<file path="config.mk">
export PLATFORM = sky130hd
export DESIGN_NAME = fetch_stage
export DESIGN_NICKNAME = d
export VERILOG_FILES = /design/src/rtl/fetch_stage.sv
export SDC_FILE = /design/constraint.sdc
export NUM_CORES = 1
export LEC_CHECK = 0
export CAP_MARGIN = 20
export CORE_MARGIN = 2
export CORE_UTILIZATION = 66
export CTS_BUF_LIST = sky130_fd_sc_hd__clkbuf_8
export CTS_CLUSTER_SIZE = 28
export DETAILED_ROUTE_END_ITERATION = 10
export DONT_BUFFER_PORTS = 1
export HOLD_SLACK_MARGIN = 0.06
export PLACE_DENSITY_LB_ADDON = 0.3
export SYNTH_ARGS = -nofsm -noshare
export SYNTH_HDL_FRONTEND = slang
export SYNTH_SLANG_ARGS = --single-unit
</file>
<file path="constraint.sdc">
create_clock -name clk -period 13.57 [get_ports clk]
set_input_delay 2.714 -clock clk [delete_from_list [all_inputs] [get_ports clk]]
set_output_delay 2.714 -clock clk [all_outputs]
set_load 0.02 [all_outputs]
</file>
<file path="src/rtl/fetch_stage.sv">
// IF stage: drives the instruction-memory request bus, buffers one word
// for ID, and steers fetch around taken branches after the delay slot.
module fetch_stage #(
    parameter logic [31:0] RESET_PC = 32'hBFC00000
) (
    input  logic        clk,
    input  logic        rst_n,
    output logic        inst_req,
    output logic [31:0] inst_addr,
    input  logic        inst_addr_ok,
    input  logic        inst_data_ok,
    input  logic [31:0] inst_rdata,
    input  logic        id_allowin_in,
    output logic        if_valid_out,
    output logic [31:0] if_PC_out,
    output logic [31:0] if_NPC_out,
    output logic [31:0] if_NNPC_out,
    output logic [31:0] if_Instruct_out,
    input  logic        id_br_valid_in,
    input  logic        id_br_taken_in,
    input  logic [31:0] id_br_target_in,
    input  logic [31:0] id_br_dspc_in
);

    typedef enum logic {
        S_REQ  = 1'b0,
        S_WAIT = 1'b1
    } state_t;

    state_t      r_state;
    state_t      w_state_nx;

    logic [31:0] r_fetch_pc;
    logic [31:0] r_req_pc;
    logic [31:0] r_buf_pc;
    logic [31:0] r_buf_inst;
    logic        r_valid;
    logic        r_pend;
    logic [31:0] r_tgt;
    logic [31:0] r_ds;
    logic        r_discard;

    logic        w_in_req;
    logic        w_in_wait;
    logic        w_fire;
    logic        w_hs;
    logic        w_cap;
    logic        w_pend;
    logic [31:0] w_tgt;
    logic [31:0] w_ds4;
    logic        w_sub;
    logic        w_kill;
    logic        w_hit_req;
    logic        w_hit_wait;
    logic        w_drop;
    logic        w_wr;
    logic        w_redir_idle;
    logic        w_pend_clr;

    assign w_in_req  = (r_state == S_REQ);
    assign w_in_wait = (r_state == S_WAIT);
    assign w_fire    = r_valid & id_allowin_in;
    assign w_hs      = inst_req & inst_addr_ok;

    // A redirect is visible in the same cycle ID presents it.
    assign w_cap  = id_br_valid_in & id_br_taken_in & ~r_pend;
    assign w_pend = r_pend | w_cap;
    assign w_tgt  = r_pend ? r_tgt : id_br_target_in;
    assign w_ds4  = (r_pend ? r_ds : id_br_dspc_in) + 32'd4;

    // Only the registered redirect steers the address bus.
    assign w_sub  = r_pend & (r_fetch_pc == (r_ds + 32'd4));
    assign w_kill = w_pend & r_valid & (r_buf_pc == w_ds4);

    assign w_hit_req  = w_cap & w_hs & (r_fetch_pc == w_ds4);
    assign w_hit_wait = w_cap & w_in_wait & (r_req_pc == w_ds4);

    assign w_drop = w_in_wait & inst_data_ok
                  & (r_discard | w_hit_wait);
    assign w_wr   = w_in_wait & inst_data_ok & ~w_drop;

    assign w_redir_idle = w_kill & w_in_req & ~w_hs;
    assign w_pend_clr   = (w_hs & w_sub) | w_drop | w_redir_idle;

    // State register
    always_ff @(posedge clk) begin
        if (!rst_n) begin
            r_state <= S_REQ;
        end else begin
            r_state <= w_state_nx;
        end
    end

    // Next-state logic
    always_comb begin
        w_state_nx = r_state;
        unique case (r_state)
            S_REQ: begin
                if (w_hs) begin
                    w_state_nx = S_WAIT;
                end
            end
            S_WAIT: begin
                if (inst_data_ok) begin
                    w_state_nx = S_REQ;
                end
            end
            default: w_state_nx = S_REQ;
        endcase
    end

    // Request outputs
    always_comb begin
        inst_req  = 1'b0;
        inst_addr = r_fetch_pc;
        if (w_sub) begin
            inst_addr = r_tgt;
        end
        if (rst_n && w_in_req && (!r_valid || w_fire) && !w_kill) begin
            inst_req = 1'b1;
        end
    end

    always_ff @(posedge clk) begin
        if (!rst_n) begin
            r_fetch_pc <= RESET_PC;
            r_req_pc   <= RESET_PC;
        end else begin
            if (w_drop) begin
                r_fetch_pc <= w_tgt;
            end else if (w_hs) begin
                r_fetch_pc <= inst_addr + 32'd4;
                r_req_pc   <= inst_addr;
            end else if (w_redir_idle) begin
                r_fetch_pc <= w_tgt;
            end
        end
    end

    always_ff @(posedge clk) begin
        if (!rst_n) begin
            r_valid    <= 1'b0;
            r_buf_pc   <= RESET_PC;
            r_buf_inst <= 32'd0;
        end else begin
            if (w_wr) begin
                r_valid    <= 1'b1;
                r_buf_pc   <= r_req_pc;
                r_buf_inst <= inst_rdata;
            end else if (w_fire || w_kill) begin
                r_valid <= 1'b0;
            end
        end
    end

    always_ff @(posedge clk) begin
        if (!rst_n) begin
            r_pend    <= 1'b0;
            r_tgt     <= 32'd0;
            r_ds      <= 32'd0;
            r_discard <= 1'b0;
        end else begin
            r_pend <= w_pend & ~w_pend_clr;
            if (w_cap) begin
                r_tgt <= id_br_target_in;
                r_ds  <= id_br_dspc_in;
            end
            if (w_drop) begin
                r_discard <= 1'b0;
            end else if (w_hit_req || (w_hit_wait && !inst_data_ok)) begin
                r_discard <= 1'b1;
            end
        end
    end

    assign if_valid_out    = r_valid;
    assign if_PC_out       = r_buf_pc;
    assign if_NPC_out      = r_buf_pc + 32'd4;
    assign if_NNPC_out     = r_buf_pc + 32'd8;
    assign if_Instruct_out = r_buf_inst;

endmodule

</file>
==> impl_metrics.json, run 1 <==
{
  "synth_cell_types": 94,
  "max_cap_violations": 0,
  "min_period_ns": 8.77,
  "syn_nets": 1892,
  "synth_edf_count": 0,
  "antenna_found_initial": 0,
  "met1_usage": 0.581,
  "synth_seq_area_share": 0.270,
  "clock_path_buffers": 2,
  "cts_setup_buffers": 0,
  "dp_hpwl_mm": 35.7,
  "crit_top_cell": "nand4_1",
  "ys_warn_count": 0,
  "ys_async_sr_fraction": 0,
  "wire_per_inst_um": 24.4,
  "syn-cell-area_um2": 14500,
  "fmax_mhz": 114,
  "clk_pin_slew_ns": 0.12,
  "via_per_inst": 6.67,
  "cts.sinks": 196,
  "path_depth": 9,
  "r2r-end": "r_fetch_pc[30]",
  "dr.pass1.iters": 8,
  "met3_usage": 0.0788,
  "max_slew_margin": 0.0708,
  "die_h_um": 152,
  "met2_usage": 0.580,
  "cts.repair.resized": 0,
  "portBuffers": 0,
  "rrSetupSlack_ns": 6.28,
  "grt_setup_unrepaired": "no",
  "postSynthCellCount": 1784,
  "setup_tns_ns": 0,
  "max-vdd-ir-drop_uv": 74.2,
  "fill_cells": 1858,
  "globalplace.congestion": 0.986,
  "ctsHoldBuffers": 0,
  "whs_ns": 0.486,
  "r2r.worst_path.cells": 18,
  "grt_overflow": 0,
  "dieArea_um2": 23200,
  "skew_ns": 0.0267,
  "finalHoldViolCount": 0,
  "core_um2": 21700,
  "drt_wl_total_mm": 47.7,
  "drc": 0,
  "min_period_over_period": 0.646,
  "cp_slowest_cell": "nand4_1",
  "finalSetupViolations": 0,
  "floorplan.initialDensity": 0.670,
  "cp_data_arrival_time_ns": 6.05,
  "r2r_start": "r_pend",
  "busiest_layer": "met1",
  "layout.nets": 1769,
  "startpoint_type": "input pin",
  "synth_area_per_cell_um2": 8.14,
  "antenna_left": 0,
  "cp-endpoint": "inst_req",
  "synth-main-ff-cell": "dfxtp_1",
  "io_pins": 265,
  "leakagePower_nw": 5.18,
  "cts-root-buf": "clkbuf_8",
  "p_per_area_nw_per_um2": 86.4,
  "cp.buffers_inverters": 0,
  "die_w_um": 152,
  "path_cells": "nand4b_1, a22oi_2, nand4_1, a21oi_1, xor3_1, nand4_1, nor4_1, and3_1, nor2_1",
  "grt_max_degree": 96,
  "cp_data_required_time_ns": 10.86,
  "track_usage": 0.398,
  "grt_pass1_vias": 12200,
  "cp_slowest_stage_delay_ns": 0.63,
  "synth-seq-cells": 196,
  "crit_fanout": 12,
  "startpoint": "id_br_dspc_in[7]",
  "tightest_slew_ns": 1.36,
  "outcome": "finished, final reports clean",
  "cts_tree": "done",
  "drive_gt1_frac": 0.0896,
  "dr.first_iter.drc_count": 1407,
  "grt_pass1_wl_mm": 72.8,
  "area_growth_pct": 1.30,
  "rows": 54,
  "path_class": "in -> out",
  "antenna_cells": 0,
  "vias": 13000,
  "slew_violations": 0,
  "numCtsBuffers": 17,
  "cts-htree-levels": 4,
  "crit_family": "simple AND/OR/NAND/NOR gates",
  "crit_path_end_kind": "primary output",
  "insertion_delay_ns": 0.51,
  "hold_path.class": "reg -> reg"
}
==> cells in the final DEF (no fill, tap or decap), drive strengths merged, types with 8 or more instances in the layout <==
cell type / count
nor2b: 8
clkbuf: 17
a31oi: 12
a211oi: 20
mux2i: 151
nor4: 24
nand2: 264
buf: 15
or4: 8
mux2: 56
a21oi: 94
o21ai: 18
nor2: 150
nand4: 55
xor2: 83
xnor3: 11
o311ai: 15
nor3: 42
nand3: 82
nand3b: 10
o211ai: 9
nand4b: 10
dfxtp: 196
and3: 35
inv: 41
and2: 17
xor3: 8
xnor2: 124
==> power by group <==
part	leakage [nW]	internal, W	total (W)	switching (W)
logic	3.35	0.0000753	0.000185	0.000110
clock network	0.236	0.000161	0.000456	0.000295
registers	1.59	0.000592	0.000630	0.0000385
total	5.18	0.000827	0.00127	0.000443
==> registers in the layout, summed over array words and instances, names as in the netlist <==
signal / cells
r_discard: 1
if_Instruct_out: 32
r_tgt: 32
r_req_pc: 32
r_pend: 1
r_fetch_pc: 32
r_state: 1
if_PC_out: 32
r_ds: 32
if_valid_out: 1
==> kinds of logic (layout without fill, tap and decap cells) <==
kind of cell,Yosys count,in the layout,synth area share
and+or+nand+nor,743,743,0.254
xor gates and xnor gates,226,226,0.156
AOI/OAI and AO/OA,223,223,0.108
muxes,207,207,0.148
DFF,196,196,0.270
buffers and inverters,184,74,0.0605
adders and majority gates,5,5,0.00431
==> Yosys cell counts (all sizes together) (17+ instances only) <==
master | instances | share of area
buf | 60 | 0.028
and3 | 35 | 0.015
xnor2 | 124 | 0.075
clkbuf | 97 | 0.025
nor3 | 42 | 0.016
and2 | 17 | 0.0073
nor2 | 150 | 0.039
mux2i | 151 | 0.10
o21ai | 18 | 0.0062
a21oi | 94 | 0.033
inv | 27 | 0.0070
nand3 | 82 | 0.029
mux2 | 56 | 0.043
nor4 | 24 | 0.012
dfxtp | 196 | 0.27
nand2 | 264 | 0.068
nand4 | 55 | 0.026
xor2 | 83 | 0.050
a211oi | 20 | 0.012
==> through the flow <==
step | instances | total power [W] | area [um^2] | setup WS, ns | utilization
after floorplan | 1784 | 0.000782 | 14500 | 5.68 | -
after global placement | 1922 | 0.000819 | 14200 | 5.01 | 0.657
after detailed placement | 1922 | 0.000822 | 14200 | 4.91 | 0.657
after CTS | 1954 | 0.00127 | 14700 | 4.90 | 0.678
after global routing | 1954 | 0.00131 | 14700 | 4.57 | 0.678
final | 1954 | 0.00127 | 14700 | 4.80 | 0.678
==> worst min path at each step <==
stage / from / to / slack, ns / cells past startpoint
after floorplan: r_tgt[0] / r_tgt[0] / 0.45 / 2
after global placement: r_tgt[0] / r_tgt[0] / 0.45 / 2
after detailed placement: r_tgt[0] / r_tgt[0] / 0.47 / 2
after CTS: r_tgt[0] / r_tgt[0] / 0.48 / 2
after global routing: r_tgt[0] / r_tgt[0] / 0.51 / 2
final: r_tgt[0] / r_tgt[0] / 0.49 / 2
==> cell type report <==
type | instances | area, um^2 | area share
Multi-Input combinational cell | 1404 | 9740 | 0.662
Sequential cell | 196 | 3930 | 0.267
Tap cell | 280 | 350 | 0.0238
Clock inverter | 15 | 238 | 0.0162
Clock buffer | 17 | 234 | 0.0159
Timing Repair Buffer | 15 | 113 | 0.00765
Inverter | 27 | 104 | 0.00706
==> worst register-to-register path, delay by kind of cell, from the launching register on <==
family / cells / cell delay [ns]
AO/OA/AOI/OAI: 2 / 1.36
buffers and inverters: 3 / 1.63
multiplexers: 2 / 0.69
XOR/XNOR: 1 / 0.14
adder cells (fa/ha/maj): 1 / 0.51
AND/OR/NAND/NOR: 9 / 2.04
flip-flops: 1 / 0.85
==> metal layers <==
layer  share of wire  wire (um)
met5               0          0
met4           0.038       1820
met3            0.11       5160
met2            0.43      20500
met1            0.42      20200
Power figures use the tool's default switching activity.
==> run 2: changes to the inputs <==
ABC_AREA = 1   (was not set)
clock period = 8.5 ns   (was 13.57 ns; I/O delays follow)
==> impl_metrics.json, run 2 <==
{
  "layout.nets": 2403,
  "ys_async_sr_fraction": 0,
  "synth-seq-cells": 196,
  "min_period_ns": 6.39,
  "insertion_delay_ns": 0.50,
  "cts-root-buf": "clkbuf_8",
  "dp_hpwl_mm": 41.8,
  "p_int_w": 0.00137,
  "cts_tree": "done",
  "dr.max_layer_used": "met4",
  "yosysMostFrequentCell": "nand2_1",
  "cp_slowest_stage_delay_ns": 0.72,
  "grt_setup_unrepaired": "no",
  "crit_family": "simple AND/OR/NAND/NOR gates",
  "cp_slowest_cell": "o21ai_1",
  "startpoint_type": "flop",
  "max_slew_margin": 0.374,
  "drt_wl_total_mm": 54.3,
  "synth_seq_area_share": 0.269,
  "synth_area_per_cell_um2": 6.16,
  "drt-met1-wl_mm": 20.5,
  "path_class": "reg -> out",
  "power.switching_w": 0.000937,
  "area_growth_pct": 2.05,
  "layout_commonest_cell": "nand2_1",
  "power_frac_comb": 0.246,
  "cp.buffers_inverters": 3,
  "ctsHoldBuffers": 0,
  "antenna_left": 0,
  "hp-start": "r_tgt[31]",
  "synth-main-ff-cell": "dfxtp_1",
  "antenna_found_initial": 0,
  "grt_max_degree": 133,
  "syn-cell-area_um2": 14600,
  "startpoint": "r_ds[2]",
  "antenna_cells": 0,
  "grt_pass1_wl_mm": 82.0,
  "tightest_slew_ns": 0.930,
  "cts_setup_buffers": 0,
  "ys_warn_count": 0,
  "worst_slack_ns": 2.11,
  "cp_data_arrival_time_ns": 4.69,
  "vias": 16000,
  "postSynthCellCount": 2371,
  "instances_no_fill": 2588,
  "die_h_um": 153,
  "cts.repair.resized": 0,
  "slew_violations": 0,
  "r2r_start": "r_pend",
  "ys_top_cells_by_count": "nand2_1, nor2_1, inv_1",
  "wire_per_inst_um": 21.0,
  "skew_ns": 0.0216,
  "clk_pin_slew_ns": 0.13,
  "synth_cell_types": 51,
  "cts.sinks": 196,
  "crit_path_end_kind": "primary output",
  "drive_gt1_frac": 0.0654,
  "finalSetupViolations": 0,
  "io_pins": 265,
  "p_total_w": 0.00230,
  "met2WireLength_mm": 23.0,
  "grt_overflow": 0,
  "track_usage": 0.448,
  "finalHoldViolCount": 0,
  "cp_data_required_time_ns": 6.80,
  "synth_area_leaders": "dfxtp_1, nand2_1, xor2_1",
  "clock_path_buffers": 2,
  "clkPwrFrac": 0.285,
  "synth_top_area_cell": "dfxtp_1",
  "seqPwrFrac": 0.469,
  "syn_nets": 2479,
  "path_cells": "ha_1, nand2_2, nor2_4, nand2_4, clkinv_1, nand3b_1, nand2_1, inv_1, nor2_1, nand2_1, nor2_1, nand2_1, nor2_4, nand2_2, o21ai_1, inv_1",
  "most-common-layout-cells": "nand2_1, nor2_1, inv_1",
  "outcome": "finished, final reports clean",
  "setup_tns_ns": 0,
  "met3_length_mm": 7.41,
  "hold_path.class": "reg -> reg",
  "via_per_inst": 6.18,
  "max_cap_violations": 0,
  "leakagePower_nw": 6.36,
  "globalplace.congestion": 1.05,
  "max-vdd-ir-drop_uv": 114,
  "synth_top_area_frac": 0.269,
  "portBuffers": 0,
  "rows": 54,
  "synth_edf_count": 0,
  "min_period_over_period": 0.751,
  "dp_cells": 2556,
  "drc": 0,
  "place_worst_setup_slack_ns": 2.29,
  "grt_pass1_vias": 14500,
  "die_w_um": 153,
  "crit_top_cell": "nand2_1",
  "crit_fanout": 39,
  "fin_util": 0.685,
  "dr.pass1.iters": 8,
  "numCtsBuffers": 17,
  "fmax_mhz": 157,
  "dieArea_um2": 23300,
  "cts-htree-levels": 4,
  "floorplan.initialDensity": 0.671,
  "dr.first_iter.drc_count": 2298,
  "core_um2": 21800,
  "p_per_area_nw_per_um2": 155,
  "switching_share": 0.407
}
run 2: cell count changes after synthesis, sizes merged, moves of 67 or more:
| cell | before | now |
|---|---|---|
| inv | 27 | 250 |
| nand2 | 264 | 693 |
| mux2i | 151 | 0 |
| nor2 | 150 | 285 |
| o21ai | 18 | 189 |
| nand3 | 82 | 149 |
| xnor2 | 124 | 32 |
run 2: area by class of cell:
type / count / area (um^2)
fill: 1979 / 6860
multi-input combinational: 1818 / 9190
clock buffer: 17 / 234
timing repair buffer: 7 / 52.6
inverter: 255 / 960
clock inverter: 15 / 184
tap: 280 / 350
sequential: 196 / 3930
run 2: power by group through the flow:
stage | registers, W | clock network (W) | logic [W]
after floorplan | 0.00105 | 0 | 0.000438
after global placement | 0.00109 | 0 | 0.000538
after detailed placement | 0.00109 | 0 | 0.000546
after CTS | 0.00107 | 0.000653 | 0.000549
after global routing | 0.00108 | 0.000683 | 0.000616
final | 0.00108 | 0.000657 | 0.000566
run 2: kinds of logic after synthesis:
logic type	count (synthesis)	share of synthesized area
xor gates and xnor gates	169	0.102
adders and majority gates	5	0.00429
muxes	2	0.00154
buffers and inverters	357	0.102
DFF	196	0.269
and+or+nand+nor	1260	0.380
AOI/OAI and AO/OA	382	0.141
run 2: metal layers:
layer	vias to the layer above	track usage
li1	7451	-
met4	0	0.239
met1	7248	0.583
met2	1102	0.682
met5	-	0
met3	203	0.119
run 2: worst paths after layout:
| kind | depth (start not counted) | slack [ns] | end |
|---|---|---|---|
| worst max-delay path | 16 | 2.11 | inst_addr[3] |
| worst min-delay path | 2 | 0.48 | r_tgt[31] |
| worst max register to register | 19 | 2.62 | r_fetch_pc[15] |
| worst min register to register | 2 | 0.48 | r_tgt[31] |
run 2: through the flow:
step,hold slack (ns),instance area (um^2)
floorplan,0.444,14600
global placement,0.461,14500
detailed placement,0.465,14500
CTS,0.483,14900
global route,0.523,14900
finish,0.485,14900
run 2: worst register-to-register path, cell delays in order (launching register included):
cell and delay, ns:
dfxtp_2 0.38, buf_4 0.63, nand2_1 0.18, nand2_2 0.28
ha_1 0.33, nand2_1 0.14, nor2_4 0.20, nand3_1 0.16
xnor2_1 0.63, xor2_1 0.14, nor2_1 0.17, nand2_1 0.08
nor3_2 0.23, nand4_2 0.20, nand3_4 0.63, nand3_4 0.66
inv_2 0.51, nand2_1 0.12, nand3_1 0.10, inv_1 0.04
